--- src/rtl/pipe_skid_reg_if.sv ---
// Handshake bundle between two pipeline stages: upstream beat, downstream beat, flush and occupancy.
// The register block takes the slave modport; whoever drives and consumes beats takes master.
interface pipe_skid_reg_if #(
  parameter int PAYLOAD_W = 64
);
  logic                 flush;
  logic                 in_valid;
  logic                 in_ready;
  logic [PAYLOAD_W-1:0] in_data;
  logic                 out_valid;
  logic                 out_ready;
  logic [PAYLOAD_W-1:0] out_data;
  logic [1:0]           count;

  modport master (
    output flush,
    output in_valid,
    output in_data,
    output out_ready,
    input  in_ready,
    input  out_valid,
    input  out_data,
    input  count
  );

  modport slave (
    input  flush,
    input  in_valid,
    input  in_data,
    input  out_ready,
    output in_ready,
    output out_valid,
    output out_data,
    output count
  );
endinterface

--- src/rtl/pipe_skid_reg.sv ---
// Inter-stage pipeline register with valid/ready handshake, synchronous flush and an optional
// two-entry skid buffer that registers in_ready to cut the combinational ready path.
module pipe_skid_reg #(
  parameter int                   PAYLOAD_W = 64,
  parameter bit                   SKID      = 1'b1,
  parameter logic [PAYLOAD_W-1:0] RST_VAL   = {PAYLOAD_W{1'b0}}
) (
  input  logic          clk,
  input  logic          rstn,
  pipe_skid_reg_if.slave bus
);

  typedef enum logic [1:0] {
    EMPTY = 2'd0,
    ONE   = 2'd1,
    FULL  = 2'd2
  } state_t;

  state_t               state_reg;
  state_t               state_next;
  logic [PAYLOAD_W-1:0] main_reg;
  logic [PAYLOAD_W-1:0] main_next;
  logic [PAYLOAD_W-1:0] skid_reg;
  logic [PAYLOAD_W-1:0] skid_next;

  logic in_ready;
  logic out_valid;
  logic accept;
  logic pop;

  assign out_valid = (state_reg != EMPTY);
  assign accept    = bus.in_valid & in_ready;
  assign pop       = out_valid & bus.out_ready;

  always_ff @(posedge clk or negedge rstn) begin
    if (!rstn) begin
      state_reg <= EMPTY;
      main_reg  <= RST_VAL;
      skid_reg  <= RST_VAL;
    end else begin
      state_reg <= state_next;
      main_reg  <= main_next;
      skid_reg  <= skid_next;
    end
  end

  // Flush wins over everything; payload registers keep their contents since out_data is
  // don't-care while out_valid is low.
  always_comb begin
    state_next = state_reg;
    main_next  = main_reg;
    skid_next  = skid_reg;
    if (bus.flush) begin
      state_next = EMPTY;
    end else begin
      unique case (state_reg)
        EMPTY: begin
          if (accept) begin
            state_next = ONE;
            main_next  = bus.in_data;
          end
        end
        ONE: begin
          if (accept && pop) begin
            main_next = bus.in_data;
          end else if (accept && SKID) begin
            state_next = FULL;
            skid_next  = bus.in_data;
          end else if (pop) begin
            state_next = EMPTY;
          end
        end
        FULL: begin
          if (pop) begin
            state_next = ONE;
            main_next  = skid_reg;
          end
        end
        default: begin
          state_next = EMPTY;
        end
      endcase
    end
  end

  generate
    if (SKID) begin : g_skid_ready
      logic in_ready_reg;

      // Ready is a pure flop output so the upstream stage never sees out_ready combinationally.
      always_ff @(posedge clk or negedge rstn) begin
        if (!rstn) begin
          in_ready_reg <= 1'b1;
        end else begin
          in_ready_reg <= (state_next != FULL);
        end
      end

      assign in_ready = in_ready_reg;
    end else begin : g_comb_ready
      assign in_ready = ~out_valid | bus.out_ready;
    end
  endgenerate

  always_comb begin
    bus.count = 2'd0;
    unique case (state_reg)
      ONE:     bus.count = 2'd1;
      FULL:    bus.count = 2'd2;
      default: bus.count = 2'd0;
    endcase
  end

  assign bus.in_ready  = in_ready;
  assign bus.out_valid = out_valid;
  assign bus.out_data  = main_reg;

  a_hold_stable: assert property (@(posedge clk) disable iff (!rstn)
    (out_valid && !bus.out_ready && !bus.flush) |=> (out_valid && $stable(main_reg)));

  a_no_full_without_skid: assert property (@(posedge clk) disable iff (!rstn)
    (!SKID) |-> (state_reg != FULL));

endmodule

--- src/flat_wrapper.sv ---
// flat-port wrapper written by rule: the top's interface ports become plain ports
module pipe_skid_reg_flat 
#(
  parameter int                   PAYLOAD_W = 64,
  parameter bit                   SKID      = 1'b1,
  parameter logic [PAYLOAD_W-1:0] RST_VAL   = {PAYLOAD_W{1'b0}}
)
  (clk, rstn, bus_flush, bus_in_valid, bus_in_data, bus_out_ready, bus_in_ready, bus_out_valid, bus_out_data, bus_count);
  pipe_skid_reg_if #(.PAYLOAD_W(PAYLOAD_W)) bus_i ();
  input  logic clk;
  input  logic rstn;
  input wire logic [$bits(bus_i.flush)-1:0] bus_flush;
  input wire logic [$bits(bus_i.in_valid)-1:0] bus_in_valid;
  input wire logic [$bits(bus_i.in_data)-1:0] bus_in_data;
  input wire logic [$bits(bus_i.out_ready)-1:0] bus_out_ready;
  output wire logic [$bits(bus_i.in_ready)-1:0] bus_in_ready;
  output wire logic [$bits(bus_i.out_valid)-1:0] bus_out_valid;
  output wire logic [$bits(bus_i.out_data)-1:0] bus_out_data;
  output wire logic [$bits(bus_i.count)-1:0] bus_count;
  assign bus_i.flush = bus_flush;
  assign bus_i.in_valid = bus_in_valid;
  assign bus_i.in_data = bus_in_data;
  assign bus_i.out_ready = bus_out_ready;
  assign bus_in_ready = bus_i.in_ready;
  assign bus_out_valid = bus_i.out_valid;
  assign bus_out_data = bus_i.out_data;
  assign bus_count = bus_i.count;
  pipe_skid_reg #(.PAYLOAD_W(PAYLOAD_W), .SKID(SKID), .RST_VAL(RST_VAL)) u_core (.clk(clk), .rstn(rstn), .bus(bus_i));
endmodule
--- config.mk ---
export PLATFORM = sky130hd
export DESIGN_NAME = pipe_skid_reg_flat
export DESIGN_NICKNAME = d
export VERILOG_FILES = /design/src/rtl/pipe_skid_reg_if.sv /design/src/rtl/pipe_skid_reg.sv /design/src/flat_wrapper.sv
export SDC_FILE = /design/constraint.sdc
export NUM_CORES = 1
export LEC_CHECK = 0
export ABC_AREA = 1
export BUFFER_PORTS_ARGS = -buffer_cell sky130_fd_sc_hd__buf_2
export CORE_MARGIN = 3
export CORE_UTILIZATION = 59
export CTS_CLUSTER_SIZE = 40
export DETAILED_ROUTE_END_ITERATION = 16
export HOLD_SLACK_MARGIN = 0.08
export PLACE_DENSITY = 0.93
export SLEW_MARGIN = 20
export SYNTH_ARGS = -nofsm -noshare
export SYNTH_HDL_FRONTEND = slang
export SYNTH_SLANG_ARGS = --single-unit
--- constraint.sdc ---
create_clock -name clk -period 3.15 [get_ports clk]
set_input_delay 0.1575 -clock clk [delete_from_list [all_inputs] [get_ports clk]]
set_output_delay 0.1575 -clock clk [all_outputs]
set_load 0.02 [all_outputs]
* Word level (Yosys, flattened, before mapping)
Cells that the tools add are included. Widths: inputs -> output; s select.
Cells by class: equality and inequality tests 6, multiplexer cells 12, bitwise logic cells 4, reduce and logical (&&, ||, !) cells 6
Operators with widths (number):
- $mux 64 | 3
- $pmux 64 s3 | 1
- $mux 2 | 6
- $ne 2x1->1 const B | 3
- $pmux 2 s3 | 1
- $reduce_and 5->1 | 1
- $pmux 2 s2 | 1
- $reduce_and 4->1 | 1
- $reduce_bool 3->1 | 1
- $and 1x1->1 | 2
- $eq 2x1->1 const B | 1
- $eq 2x2->1 const B | 1
- $logic_not 2->1 | 1
- $ne 2x2->1 const B | 1
- $not 1->1 | 2
- $reduce_bool 2->1 | 1
- $logic_and 1x1->1 | 1
Storage, ports and cells: bits in registers 131, bits of input ports 69

* Logic depth before layout (Yosys ltp)
Gate-level depths: netlist (run 1).
word-level depth 8, gate-level depth with buffers 8, depth with buffers taken out 6

* Worst setup path before layout (run 1)
OpenSTA, ideal clock, no wires.
path kind flip-flop to flip-flop, start point register u_core.g_skid_ready.in_ready_reg (netlist: u_core.bus.in_ready), end point register u_core.main_reg[14] (netlist: u_core.bus.out_data[14]), arrival 1.235 ns, data required time 3.033 ns, path slack 1.798 ns, cell stages (with the launch flop) 8, clock period less this slack 1.352 ns, cells stage by stage dfstp_2 -> nand2_1 -> nand2_1 -> nand3_1 -> buf_4 -> buf_6 -> nand2_1 -> nand2_1
Between the ends: cells in the longest elaborated chain, start to end 4
RTL lines:
- start: declaration | line pipe_skid_reg.sv:88 | logic in_ready_reg;
- start signal: assignment | line pipe_skid_reg.sv:95 | in_ready_reg <= (state_next != FULL);
- $and 1x1->1 (*) | line pipe_skid_reg.sv:32 | assign accept = bus.in_valid & in_ready;
- $logic_and 1x1->1 | line pipe_skid_reg.sv:64 | if (accept && pop) begin
- $ne 2x1->1 (no line)
- $reduce_and 5->1 (no line) (*)
- end signal: assignment | line pipe_skid_reg.sv:42 | main_reg <= main_next;
- end: declaration | line pipe_skid_reg.sv:21 | logic [PAYLOAD_W-1:0] main_reg;
Mark *: on every way between the ends. The rest lies on a longest branch, timed or not. A chain may end at the register's enable or synchronous reset.

* Final worst setup path (run 1)
start point register u_core.state_reg[1], end point output bus_count[1]
Between the ends: cells in the longest elaborated chain, start to end 2
RTL lines:
- start: declaration | line pipe_skid_reg.sv:19 | state_t state_reg;
- start signal: assignment | line pipe_skid_reg.sv:41 | state_reg <= state_next;
- $eq 2x2->1 or $eq 2x1->1 (tied branches) | line pipe_skid_reg.sv:107 | unique case (state_reg)
- $pmux 2 s2 (*) | line pipe_skid_reg.sv:107
- end: declaration | line flat_wrapper.sv:19 | output wire logic [$bits(bus_i.count)-1:0] bus_count;
Marked as above.

==> impl_results.rst, run 1 <==
.. list-table::
   :header-rows: 1

   * - Metric
     - Value
   * - Count of different cell masters after synthesis
     - 16
   * - Final critical delay including setup and external delays
     - approximately 2.5 ns
   * - DR vias/cell
     - 5.79
   * - Max VDD drop
     - roughly 0.00048 V
   * - Overall global routing resource usage
     - between 30% and 40%
   * - Post-cts gate resize count
     - 0
   * - Fill cell count
     - 597
   * - Power per unit of standard cell area
     - approximately 740 nW/um^2
   * - Post-Route WL
     - about 19000 um
   * - Drt initial violations
     - around 750
   * - Least-Margin Pin Slew
     - 0.781 ns
   * - DIE HEIGHT
     - 108 um
   * - Dominant cells by area after synthesis
     - sky130_fd_sc_hd__dfrtp_1, sky130_fd_sc_hd__nand2_1, sky130_fd_sc_hd__nand3_1
   * - Synth top area share
     - 52.8%
   * - Mapped Area
     - roughly 6000 um^2
   * - Hold buffer count at CTS
     - 67
   * - Proportion of synthesized chip area in sequential cells
     - 53.3%
   * - Most frequent cells in the layout
     - sky130_fd_sc_hd__nand2_1, sky130_fd_sc_hd__nand3_1, sky130_fd_sc_hd__buf_2
   * - Wire length of the first global-routing pass
     - about 31000 um
   * - Number of search-and-repair iterations in the first detailed-routing pass
     - 6
   * - Remaining global-route overflow
     - 0
   * - Worst path required time
     - roughly 3.0 ns
   * - Final setup skew
     - 0.0121 ns
   * - Hold violation count in the final report
     - 0
   * - Number of nets in the layout
     - 1038
   * - Max transition margin
     - 47.9%
   * - RD Place Congestion
     - 0.811
   * - Number of placement rows
     - 36
   * - Pin count of the biggest net entering global routing
     - 84
   * - Classification of the worst setup path
     - flop to output pin
   * - Result of the run
     - finished clean
   * - Unrepaired setup endpoints after global routing
     - false
   * - Final Slew Violations
     - 0
   * - Clock input transition at the sequential cells of the worst setup and hold paths
     - about 0.06 ns
   * - DPL Wire Length
     - between 9000 and 10000 um
   * - Yosys warning count
     - 0
   * - Instance count after placement with tap cells included
     - 1016
   * - Worst setup slack after placement
     - 0.880 ns
   * - Sink Count
     - 131
   * - Chip width
     - 108 um
   * - Path category of the worst min-delay check
     - input pin to flop
   * - Type of element capturing the critical path
     - output pin
   * - Maximum clock rate
     - 0.397 GHz
   * - Flops & latches, synth
     - 131
   * - Detailed-route via count
     - 6456
   * - Commonest non-fill, non-tap cell in the layout
     - sky130_fd_sc_hd__nand2_1
   * - Post-synth top area cell
     - sky130_fd_sc_hd__dfrtp_1
   * - Master cell of the clock root buffer
     - sky130_fd_sc_hd__clkbuf_8
   * - Final routed wire length divided by cell count
     - 16.9 um
   * - Layout cells sized above 1
     - approximately a fifth
   * - Layout overhead on the synthesized area
     - 30.7%
   * - Synth Instances
     - 796
   * - Max Cap Violations
     - 0
   * - Antenna Diode Count
     - 0
   * - Total core area
     - ~10000 um^2
   * - Maximum count of clock buffers along a single path
     - 2
   * - Number of buffers added by the clock tree synthesis step
     - 17
   * - Maximum net fanout on the critical path
     - 30
   * - Top-level port count
     - 137
   * - Sum of negative setup slack
     - 0 ns
   * - Area of the die
     - about 12000 um^2
   * - Via count of the first global-routing pass
     - roughly 6.3k
   * - ANT nets after route
     - 0
   * - Final Non-Filler Cells
     - 1115
   * - End-of-flow core utilization
     - 80.9%
   * - Final period utilization
     - about four fifths
   * - Effective utilization at floorplan
     - 61.9%
   * - I/O Buffers
     - 136
   * - Postcts setup bufs
     - 0
   * - Setup violation total in the final timing report
     - 0
   * - Cell leakage power
     - about 4.5 nW
   * - Endpoint arrival time on the critical path
     - about 2.4 ns
   * - Initial antenna violation count
     - 0
   * - Setup crit start kind
     - flop
   * - Synthesized Nets
     - 865
   * - Worst-Skew Late Latency
     - 0.52 ns
   * - DR DRC count
     - 0
   * - Crit path setup slack, layout
     - 0.633 ns
   * - CTS tree
     - built
   * - Mean area per synthesized cell
     - ~7.7 um^2
   * - Deepest level of the CTS H-tree
     - 4
-- critical path, cell delays in order, from the launching register on --
cell	delay, ns
sky130_fd_sc_hd__dfrtp_2	0.61
sky130_fd_sc_hd__buf_4	0.33
sky130_fd_sc_hd__nand2_2	0.42
sky130_fd_sc_hd__inv_1	0.25
sky130_fd_sc_hd__buf_2	0.22
-- final timing paths --
kind / start / end / slack (ns) / cells after the start
min in group asynchronous: rstn / u_core.skid_reg[7]$_DFFE_PN0P_ / 0.24 / 2
max in group asynchronous: rstn / u_core.skid_reg[28]$_DFFE_PN0P_ / 2.00 / 3
hold / removal: bus_in_valid / u_core.state_reg[0]$_DFF_PN0_ / 0.18 / 6
hold reg to reg: u_core.skid_reg[46]$_DFFE_PN0P_ / u_core.skid_reg[46]$_DFFE_PN0P_ / 0.47 / 2
setup / recovery: u_core.state_reg[1]$_DFF_PN0_ / bus_count[1] / 0.63 / 4
setup reg to reg: u_core.state_reg[1]$_DFF_PN0_ / u_core.bus.out_data[10]$_DFFE_PN0P_ / 0.70 / 7
-- per-stage QoR --
step | hold slack [ns] | power [mW] | instance area (um^2)
after detailed placement | 0.254 | 3.83 | 6790
after floorplan | -0.138 | 3.34 | 6160
after CTS | 0.183 | 5.89 | 8050
after global placement | 0.260 | 3.76 | 6790
after global routing | 0.231 | 6.22 | 8050
final | 0.179 | 5.94 | 8050
-- cell families (layout without fill, tap and decap cells) --
logic type / count (synthesis) / after routing / synth area share [%]
compound gates: 4 / 4 / 0.325
flops: 131 / 131 / 53.3
buf+inv: 68 / 254 / 6.09
simple gates: 593 / 593 / 40.3
-- layout make-up --
| class | instances | area, um^2 | area share (%) |
|---|---|---|---|
| flip-flops and latches | 131 | 3280 | 40.8 |
| repair buffers | 215 | 1460 | 18.1 |
| inverters | 7 | 26.3 | 0.326 |
| clock buffers | 20 | 435 | 5.41 |
| well taps | 133 | 166 | 2.07 |
| clock inverters | 12 | 154 | 1.91 |
| multi-input cells | 597 | 2530 | 31.4 |
-- synth_stat cells (all sizes together) --
cell,n
nand2,394
nand3,194
dfrtp,130
buf,57
inv,7
nor2,5
clkbuf,4
a21oi,2
o21ai,2
dfstp,1
-- power by group --
group	leakage (nW)	total [mW]	switching, mW	internal, mW
Sequential	1.65	2.48	0.302	2.18
Clock	0.294	1.99	0.755	1.23
Combinational	2.61	1.47	0.974	0.498
-- metal layers --
layer,wire [um],part of all wire (%),up-vias,global-route usage [%]
li1,-,-,2893,-
met1,7230,38,2989,43.5
met2,8770,47,482,53.2
met3,1990,11,92,6.45
met4,814,4.3,0,16.1
met5,0,0,-,0
No activity file was read; power rests on OpenSTA's default activity.
==> inputs of run 2 (changes only) <==
- CORE_UTILIZATION: 59 -> 54
- PLACE_DENSITY: 0.93 -> 0.87
- clock period: 3.15 -> 2.5 ns (I/O delays scaled with it)
==> impl_results.rst, run 2 (same netlist as run 1, synthesis figures left out) <==
.. list-table::
   :header-rows: 1

   * - Metric
     - Value
   * - Result of the run
     - finished clean (unchanged)
   * - Detailed-route via count
     - 6108 (was 6456)
   * - DR DRC count
     - 0 (unchanged)
   * - R2R Setup Slk
     - 0.73 ns (was 0.70 ns)
   * - Proportion of power drawn by the clock network
     - 34.9% (was 33.4%)
   * - DIE HEIGHT
     - 113 um (was 108 um)
   * - Area of the die
     - 12700 um^2 (was 11700 um^2)
   * - Unrepaired setup endpoints after global routing
     - false (unchanged)
   * - Fill cell count
     - 826 (was 597)
   * - Drt initial violations
     - 619 (was 745)
   * - Worst Hold Margin
     - 0.136 ns (was 0.179 ns)
   * - Most frequent cells in the layout
     - sky130_fd_sc_hd__nand2_1, sky130_fd_sc_hd__nand3_1, sky130_fd_sc_hd__buf_2 (unchanged)
   * - Max transition margin
     - 54.2% (was 47.9%)
   * - Effective utilization at floorplan
     - 56.1% (was 61.9%)
   * - Clock input transition at the sequential cells of the worst setup and hold paths
     - 0.05 ns (was 0.06 ns)
   * - Commonest non-fill, non-tap cell in the layout
     - sky130_fd_sc_hd__nand2_1 (unchanged)
   * - Maximum count of clock buffers along a single path
     - 2 (unchanged)
   * - Max VDD drop
     - 0.000535 V (was 0.000481 V)
   * - DR vias/cell
     - 5.43 (was 5.79)
   * - Number of gates on the worst path with buffers counted
     - 5 (was 4)
   * - Max stage delay on crit path
     - 0.41 ns (was 0.61 ns)
   * - Total internal power
     - 5.09 mW (was 3.91 mW)
   * - Worst path cell trace
     - inv_2, nand2_2, buf_4, inv_1, buf_2 (was buf_4, nand2_2, inv_1, buf_2)
   * - Cell family with most CP delay
     - buffers and inverters (unchanged)
   * - Number of placement rows
     - 38 (was 36)
   * - Endpoint arrival time on the critical path
     - 1.65 ns (was 2.36 ns)
   * - Maximum clock rate
     - around 0.56 GHz
   * - Pin count of the biggest net entering global routing
     - 68 (was 84)
   * - Placed Instance Area
     - 6840 um^2 (was 6790 um^2)
   * - Remaining global-route overflow
     - 0 (unchanged)
   * - Worst-Skew Late Latency
     - 0.41 ns (was 0.52 ns)
   * - Switching share of power
     - 32.7% (was 34.2%)
   * - Power spent charging and discharging nets
     - 2.48 mW (was 2.03 mW)
   * - Sink Count
     - 131 (unchanged)
   * - Via count of the first global-routing pass
     - 5904 (was 6256)
   * - Power per unit of standard cell area
     - 931 nW/um^2 (was 738 nW/um^2)
   * - I/O Buffers
     - 136 (unchanged)
   * - Master cell of the clock root buffer
     - sky130_fd_sc_hd__clkbuf_16 (was sky130_fd_sc_hd__clkbuf_8)
   * - Final Slew Violations
     - 0 (unchanged)
   * - Overall global routing resource usage
     - 27.8% (was 33.2%)
   * - Initial antenna violation count
     - 0 (unchanged)
   * - Number of buffer and inverter instances along the worst setup path
     - 4 (was 3)
   * - Part of the power in registers
     - 41.0% (was 41.8%)
   * - Final Non-Filler Cells
     - 1125 (was 1115)
   * - Final setup skew
     - 0.0105 ns (was 0.0121 ns)
   * - Post-route cell area
     - 8130 um^2 (was 8050 um^2)
   * - Least-Margin Pin Slew
     - 0.688 ns (was 0.781 ns)
   * - Post-cts gate resize count
     - 0 (unchanged)
   * - Post-Route WL
     - 17100 um (was 18800 um)
   * - Final period utilization
     - 71.0%
   * - Total core area
     - 11000 um^2 (was 9950 um^2)
   * - Cell leakage power
     - 4.57 nW (was 4.55 nW)
   * - Setup violation total in the final timing report
     - 0 (unchanged)
   * - Max Cap Violations
     - 0 (unchanged)
   * - Number of nets in the layout
     - 1041 (was 1038)
   * - Sum of negative setup slack
     - 0 ns (unchanged)
   * - Min-Delay Startpoint
     - bus_out_ready (was bus_in_valid)
   * - Classification of the worst setup path
     - flop to output pin (unchanged)
   * - DPL Wire Length
     - 9600 um (was 9460 um)
   * - Wire length of the first global-routing pass
     - 28900 um (was 30600 um)
   * - Combinational cell fraction of total power
     - 24.1% (was 24.8%)
   * - Deepest level of the CTS H-tree
     - 4 (unchanged)
   * - Critical-path cell with the highest stage delay
     - sky130_fd_sc_hd__dfrtp_1 (was sky130_fd_sc_hd__dfrtp_2)
   * - Layout cells sized above 1
     - 19.8% (was 19.5%)
   * - Type of element capturing the critical path
     - output pin (unchanged)
   * - Cells on Worst Hold Path
     - 4 (was 6)
   * - Worst path required time
     - 2.38 ns (was 2.99 ns)
   * - Postcts setup bufs
     - 0 (unchanged)
   * - Worst reg2reg path startpoint
     - u_core.state_reg[1]$_DFF_PN0_ (unchanged)
   * - Hold violation count in the final report
     - 0 (unchanged)
   * - Layout overhead on the synthesized area
     - 32.0% (was 30.7%)
   * - Instance count after placement with tap cells included
     - 1027 (was 1016)
   * - Top-level port count
     - 137 (unchanged)
   * - CTS tree
     - built (unchanged)
   * - Chip width
     - 113 um (was 108 um)
   * - Number of search-and-repair iterations in the first detailed-routing pass
     - 8 (was 6)
   * - Setup crit start kind
     - flop (unchanged)
   * - R2r worst-path depth
     - 7 (unchanged)
   * - Worst setup startpoint
     - u_core.state_reg[0]$_DFF_PN0_ (was u_core.state_reg[1]$_DFF_PN0_)
   * - Path category of the worst min-delay check
     - input pin to flop (unchanged)
   * - Final routed wire length divided by cell count
     - 15.2 um (was 16.9 um)
   * - Antenna Diode Count
     - 0 (unchanged)
   * - Final critical delay including setup and external delays
     - 1.77 ns
   * - RD Place Congestion
     - 0.800 (was 0.811)
   * - ANT nets after route
     - 0 (unchanged)
   * - Maximum net fanout on the critical path
     - 17 (was 30)
   * - Number of buffers added by the clock tree synthesis step
     - 17 (unchanged)
   * - End-of-flow core utilization
     - 74.0% (was 80.9%)
==> run 2: through the flow <==
step,power [mW],setup slack (ns)
6_report,7.56,0.726
5_1_grt,7.97,0.601
4_1_cts,7.55,0.720
3_5_place_dp,4.83,0.757
3_3_place_gp,4.75,0.840
2_1_floorplan,4.21,1.15
==> run 2: repair_timing <==
action	in CTS	in global routing
hold buffers	66	0
hold endpoints to repair	180	0
endpoints found under the setup margin	0	0
==> run 2: area by class of cell <==
cell class	count	area (um^2)	share of cell area, %
sequential	131	3280	40.4
tap	140	175	2.16
multi-input combinational	597	2530	31.1
timing repair buffer	218	1490	18.4
clock buffer	20	447	5.50
clock inverter	12	180	2.22
inverter	7	26.3	0.323
==> run 2: routing by layer <==
metal  part of all wire, %  global-route usage (%)  up-vias
met3                   7.2                    5.88       35
met1                    41                    36.9     2876
li1                      -                       -     2900
met2                    50                    46.0      297
met4                   2.0                    8.57        0
met5                     0                       0        -
==> run 2: worst paths after layout <==
| kind | end |
|---|---|
| max in group asynchronous | u_core.bus.out_data[3]$_DFFE_PN0P_ |
| hold reg to reg | u_core.skid_reg[22]$_DFFE_PN0P_ |
| setup / recovery | bus_count[1] |
| min in group asynchronous | u_core.skid_reg[10]$_DFFE_PN0P_ |
| hold / removal | u_core.state_reg[1]$_DFF_PN0_ |
| setup reg to reg | u_core.bus.out_data[41]$_DFFE_PN0P_ |
==> run 2: tightest hold or removal path, stage by stage <==
cell and delay, ns:
sky130_fd_sc_hd__buf_2 0.12, sky130_fd_sc_hd__inv_1 0.08, sky130_fd_sc_hd__a21oi_1 0.06, sky130_fd_sc_hd__nor2_1 0.11
==> run 2: power groups by stage <==
stage / Sequential [mW] / Clock [mW] / Combinational [mW]
after floorplan: 3.39 / 0 / 0.818
after global placement: 3.08 / 0 / 1.67
after detailed placement: 3.10 / 0 / 1.73
after CTS: 3.09 / 2.66 / 1.81
after global routing: 3.17 / 2.77 / 2.03
final: 3.10 / 2.64 / 1.82
==> inputs of run 3 (changes only) <==
- CORE_UTILIZATION: 54 -> 49
- PLACE_DENSITY: 0.87 -> 0.83
- clock period: 2.5 -> 1.6 ns (I/O delays scaled with it)
==> impl_results.rst, run 3 (same netlist as run 1, synthesis figures left out) <==
.. list-table::
   :header-rows: 1

   * - Metric
     - Value
   * - Combinational cell fraction of total power
     - 24.4% (was 24.1%)
   * - Total internal power
     - 7.95 mW (was 5.09 mW)
   * - Layout cells sized above 1
     - 20.3% (was 19.8%)
   * - Number of placement rows
     - 40 (was 38)
   * - Hold violation count in the final report
     - 0 (unchanged)
   * - DR vias/cell
     - 5.38 (was 5.43)
   * - Number of gates on the worst path with buffers counted
     - 7 (was 5)
   * - CTS tree
     - built (unchanged)
   * - Commonest non-fill, non-tap cell in the layout
     - sky130_fd_sc_hd__nand2_1 (unchanged)
   * - Type of element capturing the critical path
     - flop (was output pin)
   * - Max transition margin
     - 68.6% (was 54.2%)
   * - Overall power after layout
     - 11.7 mW (was 7.56 mW)
   * - I/O Buffers
     - 136 (unchanged)
   * - RD Place Congestion
     - 0.837 (was 0.800)
   * - Proportion of power drawn by the clock network
     - 34.2% (was 34.9%)
   * - DR DRC count
     - 0 (unchanged)
   * - Setup violation total in the final timing report
     - 0 (unchanged)
   * - Number of search-and-repair iterations in the first detailed-routing pass
     - 5 (was 8)
   * - Deepest level of the CTS H-tree
     - 4 (unchanged)
   * - Chip width
     - 118 um (was 113 um)
   * - Final period utilization
     - 92.7%
   * - Clock input transition at the sequential cells of the worst setup and hold paths
     - 0.06 ns (was 0.05 ns)
   * - Power spent charging and discharging nets
     - 3.80 mW (was 2.48 mW)
   * - Number of nets in the layout
     - 1049 (was 1041)
   * - Number of buffer and inverter instances along the worst setup path
     - 2 (was 4)
   * - Final setup skew
     - 0.00526 ns (was 0.0105 ns)
   * - Final Slew Violations
     - 0 (unchanged)
   * - Most frequent cells in the layout
     - sky130_fd_sc_hd__nand2_1, sky130_fd_sc_hd__nand3_1, sky130_fd_sc_hd__buf_2 (unchanged)
   * - Max stage delay on crit path
     - 0.52 ns (was 0.41 ns)
   * - Sum of negative setup slack
     - 0 ns (unchanged)
   * - Most prevalent standard cell on the critical path
     - sky130_fd_sc_hd__nand2_1
   * - Cell family with most CP delay
     - simple AND/OR/NAND/NOR gates (was buffers and inverters)
   * - Worst-Skew Late Latency
     - 0.41 ns (about the same)
   * - Detailed-route via count
     - 6242 (was 6108)
   * - R2r worst-path depth
     - 7 (unchanged)
   * - Power per unit of standard cell area
     - 1430 nW/um^2 (was 931 nW/um^2)
   * - Top-level port count
     - 137 (unchanged)
   * - Postcts setup bufs
     - 0 (unchanged)
   * - Switching share of power
     - 32.3% (was 32.7%)
   * - Part of the power in registers
     - 41.4% (was 41.0%)
   * - Cell leakage power
     - 4.61 nW (was 4.57 nW)
   * - Setup crit start kind
     - flop (unchanged)
   * - Remaining global-route overflow
     - 0 (unchanged)
   * - DIE HEIGHT
     - 118 um (was 113 um)
   * - Drt initial violations
     - 718 (was 619)
   * - ANT nets after route
     - 0 (unchanged)
   * - Unrepaired setup endpoints after global routing
     - false (unchanged)
   * - Post-Route WL
     - 17900 um (was 17100 um)
   * - Master cell of the clock root buffer
     - sky130_fd_sc_hd__clkbuf_16 (unchanged)
   * - Path category of the worst min-delay check
     - input pin to async pin (was input pin to flop)
   * - Final routed wire length divided by cell count
     - 15.5 um (was 15.2 um)
   * - Final critical delay including setup and external delays
     - 1.48 ns
   * - Worst path required time
     - 1.94 ns (was 2.38 ns)
   * - Critical-path cell with the highest stage delay
     - sky130_fd_sc_hd__dfstp_2 (was sky130_fd_sc_hd__dfrtp_1)
   * - Maximum net fanout on the critical path
     - 18 (was 17)
   * - Number of buffers added by the clock tree synthesis step
     - 17 (unchanged)
   * - Maximum count of clock buffers along a single path
     - 2 (unchanged)
   * - Result of the run
     - finished clean (unchanged)
   * - Effective utilization at floorplan
     - 50.6% (was 56.1%)
   * - Sink Count
     - 131 (unchanged)
   * - Max VDD drop
     - 0.000917 V (was 0.000535 V)
   * - Least-Margin Pin Slew
     - 0.471 ns (was 0.688 ns)
   * - Pin count of the biggest net entering global routing
     - 58 (was 68)
   * - Layout overhead on the synthesized area
     - 33.7% (was 32.0%)
   * - Overall global routing resource usage
     - 26.6% (was 27.8%)
   * - Classification of the worst setup path
     - flop to flop (was flop to output pin)
   * - Via count of the first global-routing pass
     - 6019 (was 5904)
   * - Maximum clock rate
     - 0.674 GHz
   * - End-of-flow core utilization
     - 67.7% (was 74.0%)
   * - DPL Wire Length
     - 10200 um (was 9600 um)
   * - Area of the die
     - 13900 um^2 (was 12700 um^2)
   * - Max Cap Violations
     - 0 (unchanged)
   * - Endpoint arrival time on the critical path
     - 1.82 ns (was 1.65 ns)
   * - Total core area
     - 12200 um^2 (was 11000 um^2)
   * - Worst path cell trace
     - nand2_1, nand2_1, inv_2, nor2_4, buf_4, nand3_1, nand2_1 (was inv_2, nand2_2, buf_4, inv_1, buf_2)
   * - Wire length of the first global-routing pass
     - 30300 um (was 28900 um)
   * - Worst Hold Margin
     - 0.134 ns (was 0.136 ns)
   * - Initial antenna violation count
     - 1 (was 0)
-- run 3: cell types whose count changed in the layout (fill, tap and decap cells not counted), sizes merged --
cell         before  now
buf             152  159
diode             0    1
dlygate4sd3      66   67
inv               8    7
-- run 3: final timing paths --
check,from,end,slack [ns]
setup reg to reg,u_core.bus.in_ready$_DFF_PN1_,u_core.bus.out_data[29]$_DFFE_PN0P_,0.12
hold / removal,rstn,u_core.skid_reg[6]$_DFFE_PN0P_,0.13
hold reg to reg,u_core.skid_reg[46]$_DFFE_PN0P_,u_core.skid_reg[46]$_DFFE_PN0P_,0.47
max in group asynchronous,rstn,u_core.bus.out_data[44]$_DFFE_PN0P_,0.86
min in group clk,bus_in_valid,u_core.state_reg[0]$_DFF_PN0_,0.21
setup / recovery,u_core.bus.in_ready$_DFF_PN1_,u_core.bus.out_data[29]$_DFFE_PN0P_,0.12
-- run 3: through the flow --
stage	cell area, um^2	cells	setup WS [ns]
2_1_floorplan	6160	796	0.248
3_3_place_gp	6950	1062	0.176
3_5_place_dp	6950	1062	0.140
4_1_cts	8230	1160	0.101
5_1_grt	8240	1161	0.0240
6_report	8240	1161	0.117
-- run 3: worst reg2reg max path, stage by stage, from the launching register on --
cell                      delay, ns
sky130_fd_sc_hd__dfstp_2       0.52
sky130_fd_sc_hd__nand2_1       0.11
sky130_fd_sc_hd__nand2_1       0.14
sky130_fd_sc_hd__inv_2         0.06
sky130_fd_sc_hd__nor2_4        0.12
sky130_fd_sc_hd__buf_4         0.26
sky130_fd_sc_hd__nand3_1       0.12
sky130_fd_sc_hd__nand2_1       0.09
-- run 3: layout make-up --
cell class                 instances  area, um^2
fill                             942        3930
clock buffer                      20         447
timing repair buffer             226        1580
clock inverter                    11         160
antenna                            1        2.50
inverter                           7        26.3
sequential                       131        3280
tap                              168         210
multi-input combinational        597        2530
-- run 3: per-layer routing --
metal | GRT usage (%) | wire, um | vias up
met5 | 0 | 0 | -
met4 | 10.5 | 556 | 0
met3 | 6.39 | 1560 | 48
met2 | 40.5 | 8380 | 353
met1 | 36.7 | 7440 | 2932
li1 | - | - | 2909
-- run 3: power groups by stage --
| stage | clock network, mW | logic (mW) | registers, mW |
|---|---|---|---|
| 2_1_floorplan | 0 | 1.28 | 5.30 |
| 3_3_place_gp | 0 | 2.64 | 4.85 |
| 3_5_place_dp | 0 | 2.72 | 4.86 |
| 4_1_cts | 4.03 | 2.87 | 4.83 |
| 5_1_grt | 4.20 | 3.21 | 4.97 |
| 6_report | 4.01 | 2.87 | 4.86 |
-- run 3: repair_timing --
item                                   4_1_cts  5_1_grt
gates resized for setup                      0        1
setup endpoints to repair                    0        8
endpoints found under the hold margin      260        0
hold buffers                                67        0
